File: src/rtl/lsu_stage_if.sv
// lsu_stage_if: bundles the execute-side issue port, the data-memory
// req/gnt/rvalid bus and the writeback beat of the memory stage.
// slave  = the memory stage itself, master = whoever drives it.
interface lsu_stage_if #(
  parameter int unsigned XLEN = 32
) ();

  // Issue from execute
  logic            in_valid;
  logic            in_ready;
  logic [XLEN-1:0] alu_res;
  logic [XLEN-1:0] rs2_data;
  logic [4:0]      rd_addr;
  logic [2:0]      mem_op;
  logic            is_load;
  logic            is_store;
  logic            reg_we;

  // Data-memory bus
  logic            dmem_req;
  logic            dmem_we;
  logic [XLEN-1:0] dmem_addr;
  logic [3:0]      dmem_be;
  logic [XLEN-1:0] dmem_wdata;
  logic            dmem_gnt;
  logic            dmem_rvalid;
  logic [XLEN-1:0] dmem_rdata;

  // Writeback
  logic            wb_valid;
  logic            wb_we;
  logic [4:0]      wb_rd;
  logic [XLEN-1:0] wb_data;
  logic            lsu_err;

  modport slave (
    input  in_valid, alu_res, rs2_data, rd_addr, mem_op, is_load, is_store, reg_we,
    input  dmem_gnt, dmem_rvalid, dmem_rdata,
    output in_ready,
    output dmem_req, dmem_we, dmem_addr, dmem_be, dmem_wdata,
    output wb_valid, wb_we, wb_rd, wb_data, lsu_err
  );

  modport master (
    output in_valid, alu_res, rs2_data, rd_addr, mem_op, is_load, is_store, reg_we,
    output dmem_gnt, dmem_rvalid, dmem_rdata,
    input  in_ready,
    input  dmem_req, dmem_we, dmem_addr, dmem_be, dmem_wdata,
    input  wb_valid, wb_we, wb_rd, wb_data, lsu_err
  );

endinterface

File: src/rtl/lsu_stage.sv
// lsu_stage: memory stage after the execute ALU. Passes ALU results through,
// or runs one outstanding data-memory access (req/gnt then rvalid) with
// byte-lane placement for stores and sign/zero extension for loads.
// Emits exactly one registered writeback beat per accepted instruction.
// Optional macro LSU_BUS_TIMEOUT_EN: abandon a bus access that sees no
// gnt/rvalid within TIMEOUT_CYCLES and retire it with lsu_err.
module lsu_stage #(
  parameter int unsigned XLEN           = 32,
  parameter int unsigned TIMEOUT_CYCLES = 16
) (
  input logic        clk,
  input logic        rst,
  lsu_stage_if.slave bus
);

  typedef enum logic [1:0] {
    IDLE   = 2'd0,
    REQ    = 2'd1,
    WAIT_R = 2'd2
  } state_t;

  localparam logic [2:0] OP_B  = 3'b000;
  localparam logic [2:0] OP_H  = 3'b001;
  localparam logic [2:0] OP_W  = 3'b010;
  localparam logic [2:0] OP_BU = 3'b100;
  localparam logic [2:0] OP_HU = 3'b101;

  state_t          r_state,      w_state_nxt;
  logic            r_in_ready,   w_in_ready_nxt;
  logic            r_req,        w_req_nxt;
  logic            r_we,         w_we_nxt;
  logic [XLEN-1:0] r_addr,       w_addr_nxt;
  logic [3:0]      r_be,         w_be_nxt;
  logic [XLEN-1:0] r_wdata,      w_wdata_nxt;
  logic [4:0]      r_rd,         w_rd_nxt;
  logic [2:0]      r_mem_op,     w_mem_op_nxt;
  logic [1:0]      r_off,        w_off_nxt;
  logic            r_wb_valid,   w_wb_valid_nxt;
  logic            r_wb_we,      w_wb_we_nxt;
  logic [4:0]      r_wb_rd,      w_wb_rd_nxt;
  logic [XLEN-1:0] r_wb_data,    w_wb_data_nxt;
  logic            r_err,        w_err_nxt;

  logic            w_accept;
  logic            w_is_mem;
  logic            w_op_legal;
  logic            w_misalign;
  logic [3:0]      w_st_be;
  logic [XLEN-1:0] w_st_wdata;
  logic [XLEN-1:0] w_ld_sh;
  logic [XLEN-1:0] w_ld_data;
  logic            w_tmo_hit;

  assign w_accept = bus.in_valid & r_in_ready;
  assign w_is_mem = bus.is_load | bus.is_store;

  // Opcode legality: stores only take B/H/W, loads additionally BU/HU
  always_comb begin
    w_op_legal = 1'b0;
    case (bus.mem_op)
      OP_B, OP_H, OP_W: w_op_legal = 1'b1;
      OP_BU, OP_HU:     w_op_legal = bus.is_load;
      default:          w_op_legal = 1'b0;
    endcase
  end

  // Halfwords need even addresses, words need 4-byte alignment
  always_comb begin
    w_misalign = 1'b0;
    if (bus.mem_op[1:0] == 2'b01) begin
      w_misalign = bus.alu_res[0];
    end else if (bus.mem_op[1:0] == 2'b10) begin
      w_misalign = (bus.alu_res[1:0] != 2'b00);
    end
  end

  // Store lane placement: replicate data across lanes, enable the addressed ones
  always_comb begin
    w_st_be    = 4'b1111;
    w_st_wdata = bus.rs2_data;
    case (bus.mem_op[1:0])
      2'b00: begin
        w_st_be    = 4'b0001 << bus.alu_res[1:0];
        w_st_wdata = {4{bus.rs2_data[7:0]}};
      end
      2'b01: begin
        w_st_be    = bus.alu_res[1] ? 4'b1100 : 4'b0011;
        w_st_wdata = {2{bus.rs2_data[15:0]}};
      end
      default: begin
        w_st_be    = 4'b1111;
        w_st_wdata = bus.rs2_data;
      end
    endcase
  end

  // Load extraction: shift the addressed byte/half down, then extend
  assign w_ld_sh = bus.dmem_rdata >> {r_off, 3'b000};

  always_comb begin
    w_ld_data = w_ld_sh;
    case (r_mem_op)
      OP_B:    w_ld_data = {{(XLEN-8){w_ld_sh[7]}}, w_ld_sh[7:0]};
      OP_BU:   w_ld_data = {{(XLEN-8){1'b0}}, w_ld_sh[7:0]};
      OP_H:    w_ld_data = {{(XLEN-16){w_ld_sh[15]}}, w_ld_sh[15:0]};
      OP_HU:   w_ld_data = {{(XLEN-16){1'b0}}, w_ld_sh[15:0]};
      default: w_ld_data = w_ld_sh;
    endcase
  end

`ifdef LSU_BUS_TIMEOUT_EN
  localparam int unsigned TMO_W = (TIMEOUT_CYCLES < 2) ? 1 : $clog2(TIMEOUT_CYCLES);

  logic [TMO_W-1:0] r_tmo_cnt, w_tmo_cnt_nxt;

  // Fires in the TIMEOUT_CYCLES-th cycle spent in the current bus state
  assign w_tmo_hit = (r_tmo_cnt == TMO_W'(TIMEOUT_CYCLES - 1));

  // Counter restarts on every state change and counts cycles in REQ/WAIT_R
  always_comb begin
    w_tmo_cnt_nxt = '0;
    if ((r_state != IDLE) && (w_state_nxt == r_state)) begin
      w_tmo_cnt_nxt = r_tmo_cnt + TMO_W'(1);
    end
  end

  // Timeout counter register
  always_ff @(posedge clk) begin
    if (rst) begin
      r_tmo_cnt <= '0;
    end else begin
      r_tmo_cnt <= w_tmo_cnt_nxt;
    end
  end
`else
  logic [31:0] w_unused_tmo;

  assign w_tmo_hit    = 1'b0;
  assign w_unused_tmo = 32'(TIMEOUT_CYCLES);
`endif

  // Next-state and next-output decode
  always_comb begin
    w_state_nxt    = r_state;
    w_req_nxt      = r_req;
    w_we_nxt       = r_we;
    w_addr_nxt     = r_addr;
    w_be_nxt       = r_be;
    w_wdata_nxt    = r_wdata;
    w_rd_nxt       = r_rd;
    w_mem_op_nxt   = r_mem_op;
    w_off_nxt      = r_off;
    w_wb_valid_nxt = 1'b0;
    w_wb_we_nxt    = 1'b0;
    w_wb_rd_nxt    = r_wb_rd;
    w_wb_data_nxt  = r_wb_data;
    w_err_nxt      = 1'b0;

    case (r_state)
      IDLE: begin
        if (w_accept) begin
          if (!w_is_mem) begin
            w_wb_valid_nxt = 1'b1;
            w_wb_we_nxt    = bus.reg_we;
            w_wb_rd_nxt    = bus.rd_addr;
            w_wb_data_nxt  = bus.alu_res;
          end else if (!w_op_legal || w_misalign) begin
            w_wb_valid_nxt = 1'b1;
            w_wb_rd_nxt    = bus.rd_addr;
            w_err_nxt      = 1'b1;
          end else begin
            w_state_nxt  = REQ;
            w_req_nxt    = 1'b1;
            w_we_nxt     = bus.is_store;
            w_addr_nxt   = {bus.alu_res[XLEN-1:2], 2'b00};
            w_be_nxt     = bus.is_store ? w_st_be : 4'b1111;
            w_wdata_nxt  = bus.is_store ? w_st_wdata : '0;
            w_rd_nxt     = bus.rd_addr;
            w_mem_op_nxt = bus.mem_op;
            w_off_nxt    = bus.alu_res[1:0];
          end
        end
      end

      REQ: begin
        if (bus.dmem_gnt) begin
          w_req_nxt = 1'b0;
          if (r_we) begin
            w_state_nxt    = IDLE;
            w_wb_valid_nxt = 1'b1;
            w_wb_rd_nxt    = r_rd;
          end else begin
            w_state_nxt = WAIT_R;
          end
        end else if (w_tmo_hit) begin
          w_req_nxt      = 1'b0;
          w_state_nxt    = IDLE;
          w_wb_valid_nxt = 1'b1;
          w_wb_rd_nxt    = r_rd;
          w_err_nxt      = 1'b1;
        end
      end

      WAIT_R: begin
        if (bus.dmem_rvalid) begin
          w_state_nxt    = IDLE;
          w_wb_valid_nxt = 1'b1;
          w_wb_we_nxt    = 1'b1;
          w_wb_rd_nxt    = r_rd;
          w_wb_data_nxt  = w_ld_data;
        end else if (w_tmo_hit) begin
          w_state_nxt    = IDLE;
          w_wb_valid_nxt = 1'b1;
          w_wb_rd_nxt    = r_rd;
          w_err_nxt      = 1'b1;
        end
      end

      default: begin
        w_state_nxt = IDLE;
        w_req_nxt   = 1'b0;
      end
    endcase

    w_in_ready_nxt = (w_state_nxt == IDLE);
  end

  // State, bus and writeback registers
  always_ff @(posedge clk) begin
    if (rst) begin
      r_state    <= IDLE;
      r_in_ready <= 1'b1;
      r_req      <= 1'b0;
      r_we       <= 1'b0;
      r_addr     <= '0;
      r_be       <= '0;
      r_wdata    <= '0;
      r_rd       <= '0;
      r_mem_op   <= '0;
      r_off      <= '0;
      r_wb_valid <= 1'b0;
      r_wb_we    <= 1'b0;
      r_wb_rd    <= '0;
      r_wb_data  <= '0;
      r_err      <= 1'b0;
    end else begin
      r_state    <= w_state_nxt;
      r_in_ready <= w_in_ready_nxt;
      r_req      <= w_req_nxt;
      r_we       <= w_we_nxt;
      r_addr     <= w_addr_nxt;
      r_be       <= w_be_nxt;
      r_wdata    <= w_wdata_nxt;
      r_rd       <= w_rd_nxt;
      r_mem_op   <= w_mem_op_nxt;
      r_off      <= w_off_nxt;
      r_wb_valid <= w_wb_valid_nxt;
      r_wb_we    <= w_wb_we_nxt;
      r_wb_rd    <= w_wb_rd_nxt;
      r_wb_data  <= w_wb_data_nxt;
      r_err      <= w_err_nxt;
    end
  end

  assign bus.in_ready   = r_in_ready;
  assign bus.dmem_req   = r_req;
  assign bus.dmem_we    = r_we;
  assign bus.dmem_addr  = r_addr;
  assign bus.dmem_be    = r_be;
  assign bus.dmem_wdata = r_wdata;
  assign bus.wb_valid   = r_wb_valid;
  assign bus.wb_we      = r_wb_we;
  assign bus.wb_rd      = r_wb_rd;
  assign bus.wb_data    = r_wb_data;
  assign bus.lsu_err    = r_err;

endmodule
File: src/flat_wrapper.sv
// flat-port wrapper written by rule: the top's interface ports become plain ports
module lsu_stage_flat 
#(
  parameter int unsigned XLEN           = 32,
  parameter int unsigned TIMEOUT_CYCLES = 16
)
  (clk, rst, bus_in_valid, bus_alu_res, bus_rs2_data, bus_rd_addr, bus_mem_op, bus_is_load, bus_is_store, bus_reg_we, bus_dmem_gnt, bus_dmem_rvalid, bus_dmem_rdata, bus_in_ready, bus_dmem_req, bus_dmem_we, bus_dmem_addr, bus_dmem_be, bus_dmem_wdata, bus_wb_valid, bus_wb_we, bus_wb_rd, bus_wb_data, bus_lsu_err);
  lsu_stage_if #(.XLEN(XLEN)) bus_i ();
  input logic clk;
  input logic rst;
  input wire logic [$bits(bus_i.in_valid)-1:0] bus_in_valid;
  input wire logic [$bits(bus_i.alu_res)-1:0] bus_alu_res;
  input wire logic [$bits(bus_i.rs2_data)-1:0] bus_rs2_data;
  input wire logic [$bits(bus_i.rd_addr)-1:0] bus_rd_addr;
  input wire logic [$bits(bus_i.mem_op)-1:0] bus_mem_op;
  input wire logic [$bits(bus_i.is_load)-1:0] bus_is_load;
  input wire logic [$bits(bus_i.is_store)-1:0] bus_is_store;
  input wire logic [$bits(bus_i.reg_we)-1:0] bus_reg_we;
  input wire logic [$bits(bus_i.dmem_gnt)-1:0] bus_dmem_gnt;
  input wire logic [$bits(bus_i.dmem_rvalid)-1:0] bus_dmem_rvalid;
  input wire logic [$bits(bus_i.dmem_rdata)-1:0] bus_dmem_rdata;
  output wire logic [$bits(bus_i.in_ready)-1:0] bus_in_ready;
  output wire logic [$bits(bus_i.dmem_req)-1:0] bus_dmem_req;
  output wire logic [$bits(bus_i.dmem_we)-1:0] bus_dmem_we;
  output wire logic [$bits(bus_i.dmem_addr)-1:0] bus_dmem_addr;
  output wire logic [$bits(bus_i.dmem_be)-1:0] bus_dmem_be;
  output wire logic [$bits(bus_i.dmem_wdata)-1:0] bus_dmem_wdata;
  output wire logic [$bits(bus_i.wb_valid)-1:0] bus_wb_valid;
  output wire logic [$bits(bus_i.wb_we)-1:0] bus_wb_we;
  output wire logic [$bits(bus_i.wb_rd)-1:0] bus_wb_rd;
  output wire logic [$bits(bus_i.wb_data)-1:0] bus_wb_data;
  output wire logic [$bits(bus_i.lsu_err)-1:0] bus_lsu_err;
  assign bus_i.in_valid = bus_in_valid;
  assign bus_i.alu_res = bus_alu_res;
  assign bus_i.rs2_data = bus_rs2_data;
  assign bus_i.rd_addr = bus_rd_addr;
  assign bus_i.mem_op = bus_mem_op;
  assign bus_i.is_load = bus_is_load;
  assign bus_i.is_store = bus_is_store;
  assign bus_i.reg_we = bus_reg_we;
  assign bus_i.dmem_gnt = bus_dmem_gnt;
  assign bus_i.dmem_rvalid = bus_dmem_rvalid;
  assign bus_i.dmem_rdata = bus_dmem_rdata;
  assign bus_in_ready = bus_i.in_ready;
  assign bus_dmem_req = bus_i.dmem_req;
  assign bus_dmem_we = bus_i.dmem_we;
  assign bus_dmem_addr = bus_i.dmem_addr;
  assign bus_dmem_be = bus_i.dmem_be;
  assign bus_dmem_wdata = bus_i.dmem_wdata;
  assign bus_wb_valid = bus_i.wb_valid;
  assign bus_wb_we = bus_i.wb_we;
  assign bus_wb_rd = bus_i.wb_rd;
  assign bus_wb_data = bus_i.wb_data;
  assign bus_lsu_err = bus_i.lsu_err;
  lsu_stage #(.XLEN(XLEN), .TIMEOUT_CYCLES(TIMEOUT_CYCLES)) u_core (.clk(clk), .rst(rst), .bus(bus_i));
endmodule
File: config.mk
export PLATFORM = sky130hd
export DESIGN_NAME = lsu_stage_flat
export DESIGN_NICKNAME = d
export VERILOG_FILES = /design/src/rtl/lsu_stage_if.sv /design/src/rtl/lsu_stage.sv /design/src/flat_wrapper.sv
export SDC_FILE = /design/constraint.sdc
export NUM_CORES = 1
export LEC_CHECK = 0
export ABC_AREA = 1
export CORE_MARGIN = 2
export CORE_UTILIZATION = 45
export CTS_CLUSTER_DIAMETER = 100
export DETAILED_ROUTE_END_ITERATION = 8
export HOLD_SLACK_MARGIN = 0.1
export PLACE_DENSITY = 0.78
export SLEW_MARGIN = 15
export SYNTH_ARGS = -nofsm -noshare
export SYNTH_HDL_FRONTEND = slang
export SYNTH_SLANG_ARGS = --single-unit
export TNS_END_PERCENT = 5
File: constraint.sdc
create_clock -name clk -period 2.1 [get_ports clk]
set_input_delay 0.42 -clock clk [delete_from_list [all_inputs] [get_ports clk]]
set_output_delay 0.42 -clock clk [all_outputs]
set_load 0.005 [all_outputs]
==> results.toml <==
[run_status]
status = "completed"

[synth]
synth_edf_count = 0
syn_inst = 922
synth_cell_type_count = 27
syn_area_mm2 = 0.00605
synth_top_area_frac = 0.401
synth-seq-cells = 121
yosysWarnings = 0
synth.yosys.seq_area_share = 0.401
async_flop_share = 0
yosysTopAreaCell = "dfxtp_1"
synth_area_per_cell_um2 = 6.56
synth_flop_cell = "dfxtp_1"
synth_area_leaders = "dfxtp_1 (40%), nand2_1 (20%), a21oi_1 (9.7%), nor2_1 (4.6%), o21ai_0 (4.0%)"

[critical_path]
r2r_slack_ns = 0.33
reg2reg_to = "u_core.bus.wb_rd[3]"
cpMaxStageDelayCell = "clkdlybuf4s50_1"
crit_type = "reg2out"
critPathRequiredTime_ns = 1.68
r2r_start = "u_core.r_state[0]"
reg2reg_depth = 8
crit_buf_inv = 1
cp_slowest_stage_delay_ns = 0.55
worstSetupEndpointType = "output pin"
worstPathCellList = "clkdlybuf4s50_1"
critPathTopFamily = "buffers and inverters"
cp_max_fo = 4
arrival_ns = 1.39
start_kind = "flop"

[grt]
antenna_found_initial = 0
grt-ovfl-total = 0
grt_pass1_wl_mm = 31.7
grt_start_max_net_pins = 75
grtUsageTotal = 0.280
grt_pass1_vias = 6337

[power_and_ir_drop]
p_per_area_mw_per_mm2 = 783
total_power_w = 0.00717
ir_drop_v = 0.000483
power.leakage_nw = 3.82

[floorplanning]
ios = 223
die_width_um = 120
die_h_um = 120
initial_core_util = 0.458
coreArea_mm2 = 0.0132
num_rows = 42
dieArea_mm2 = 0.0144

[sta]
slew_headroom = 0.455
setup_ws_ns = 0.292
slew_violations = 0
period_share = 0.861
hold_viol_final = 0
finalClockSkew_ns = 0.00543
max_clock_freq_mhz = 553
grt_setup_unrepaired = "false"
final-setup-viol-count = 0
tightest_slew_ns = 0.818
tns_ns = 0
period_minus_slack_ns = 1.81

[route]
drt-vias-per-instance = 5.23
drt_iter0_markers = 563
wirelength_mm = 20.3
drc = 0
routed-via-count = 6909
postRouteAntennaNets = 0
dr.pass1.iters = 5
wl_per_cell_um = 15.4

[cells_and_area]
antenna_cells = 0
areaGrowthSynthToFinish_pct = 51.6
final_cell_mix = "nand2_1 (322), clkdlybuf4s50_1 (219), dfxtp_1 (121)"
num-nets-final = 1247
mostFrequentLayoutCell = "nand2_1"
utilization = 0.695
drive_gt1_frac = 0.0883

[cts]
cts_sinks = 121
clockBufferDepth = 2
clock_latency_ns = 0.42
post_cts_resized = 0
htree_num_levels = 4
cts_setup_buffers = 0
root_buffer = "clkbuf_16"
cts_buffers = 17
ctsHoldBuffers = 0
cts_tree = "done"
clk_pin_slew_ns = 0.05

[placed_design]
pre_cts_ws_ns = -0.0464
portBuffers = 220
gp_congestion = 0.894
dp_hpwl_mm = 14.6

[job]
max-cap-violations = 0

[worst_hold_path]
hp-start = "rst"
whs_path_depth = 4
holdPathEnd = "u_core.bus.wb_rd[2]"
hold_class = "in2reg"
-- worst max-delay path by stage --
stage               cells after the start                        end          startpoint  slack (ns)
detailed placement                     10      u_core.bus.dmem_be[1]       bus_mem_op[0]       -0.05
CTS                                     1                bus_dmem_we  u_core.bus.dmem_we        0.29
global route                            9  u_core.bus.dmem_wdata[15]       bus_mem_op[0]        0.16
floorplan                               9     u_core.bus.wb_data[24]   u_core.r_state[0]        0.55
finish                                  1                bus_dmem_we  u_core.bus.dmem_we        0.29
global placement                       10      u_core.bus.dmem_be[0]       bus_mem_op[0]       -0.01
-- cells in the mapped netlist (3+ instances only) --
| master | number |
|---|---|
| nor3_1 | 3 |
| buf_4 | 16 |
| or2_2 | 25 |
| ha_1 | 4 |
| o211ai_1 | 10 |
| inv_2 | 5 |
| nand3_1 | 43 |
| a21oi_1 | 117 |
| o21ai_0 | 48 |
| a31oi_1 | 9 |
| clkbuf_1 | 25 |
| dfxtp_1 | 121 |
| inv_1 | 49 |
| buf_2 | 20 |
| nand2_1 | 322 |
| nor2_1 | 74 |
| o211a_1 | 5 |
| o21ai_1 | 13 |
-- metrics by stage --
stage               hold WS (ns)  instance area [µm²]  instances
CTS                        0.358                 9160       1320
global route               0.396                 9160       1320
finish                     0.382                 9160       1320
detailed placement         0.454                 8480       1288
global placement           0.450                 8480       1288
floorplan                  0.444                 6050        923
-- metal layers --
metal | GRT usage | wire length, µm | up-vias
li1 | - | - | 3391
met1 | 0.341 | 8260 | 3181
met2 | 0.457 | 9530 | 301
met3 | 0.0989 | 2070 | 36
met4 | 0.100 | 432 | 0
met5 | 0 | 0 | -
-- cells by family (layout without fill, tap and decap cells) --
logic type                 Yosys count  count (layout)  synth area share
and+or+nand+nor                    478             478             0.325
AOI/OAI and AO/OA                  203             203             0.180
DFF                                121             121             0.401
buffers and inverters              115             336            0.0855
adders and majority gates            4               4           0.00828
other                                1               2          0.000620
-- area by class of cell --
class                   count  area [µm²]
clock buffers              20         467
inverters                  54         203
clock inverters            12         219
multi-input cells         687        3110
repair buffers            250        2520
fillers                  1131        4030
well taps                 176         220
flip-flops and latches    121        2420
-- report_power, final --
group,internal (W),switching [W]
Clock,0.00231,0.00107
Sequential,0.00243,0.0000736
Combinational,0.000646,0.000641
-- sequential cells by signal, summed over array words and instances (netlist names), 2 cells and up --
| register | count |
|---|---|
| u_core.bus.dmem_addr | 30 |
| u_core.bus.dmem_be | 4 |
| u_core.bus.dmem_wdata | 32 |
| u_core.bus.wb_data | 32 |
| u_core.bus.wb_rd | 5 |
| u_core.r_mem_op | 3 |
| u_core.r_off | 2 |
| u_core.r_rd | 5 |
| u_core.r_state | 2 |
Note: power is estimated with default switching activity, not from simulation.
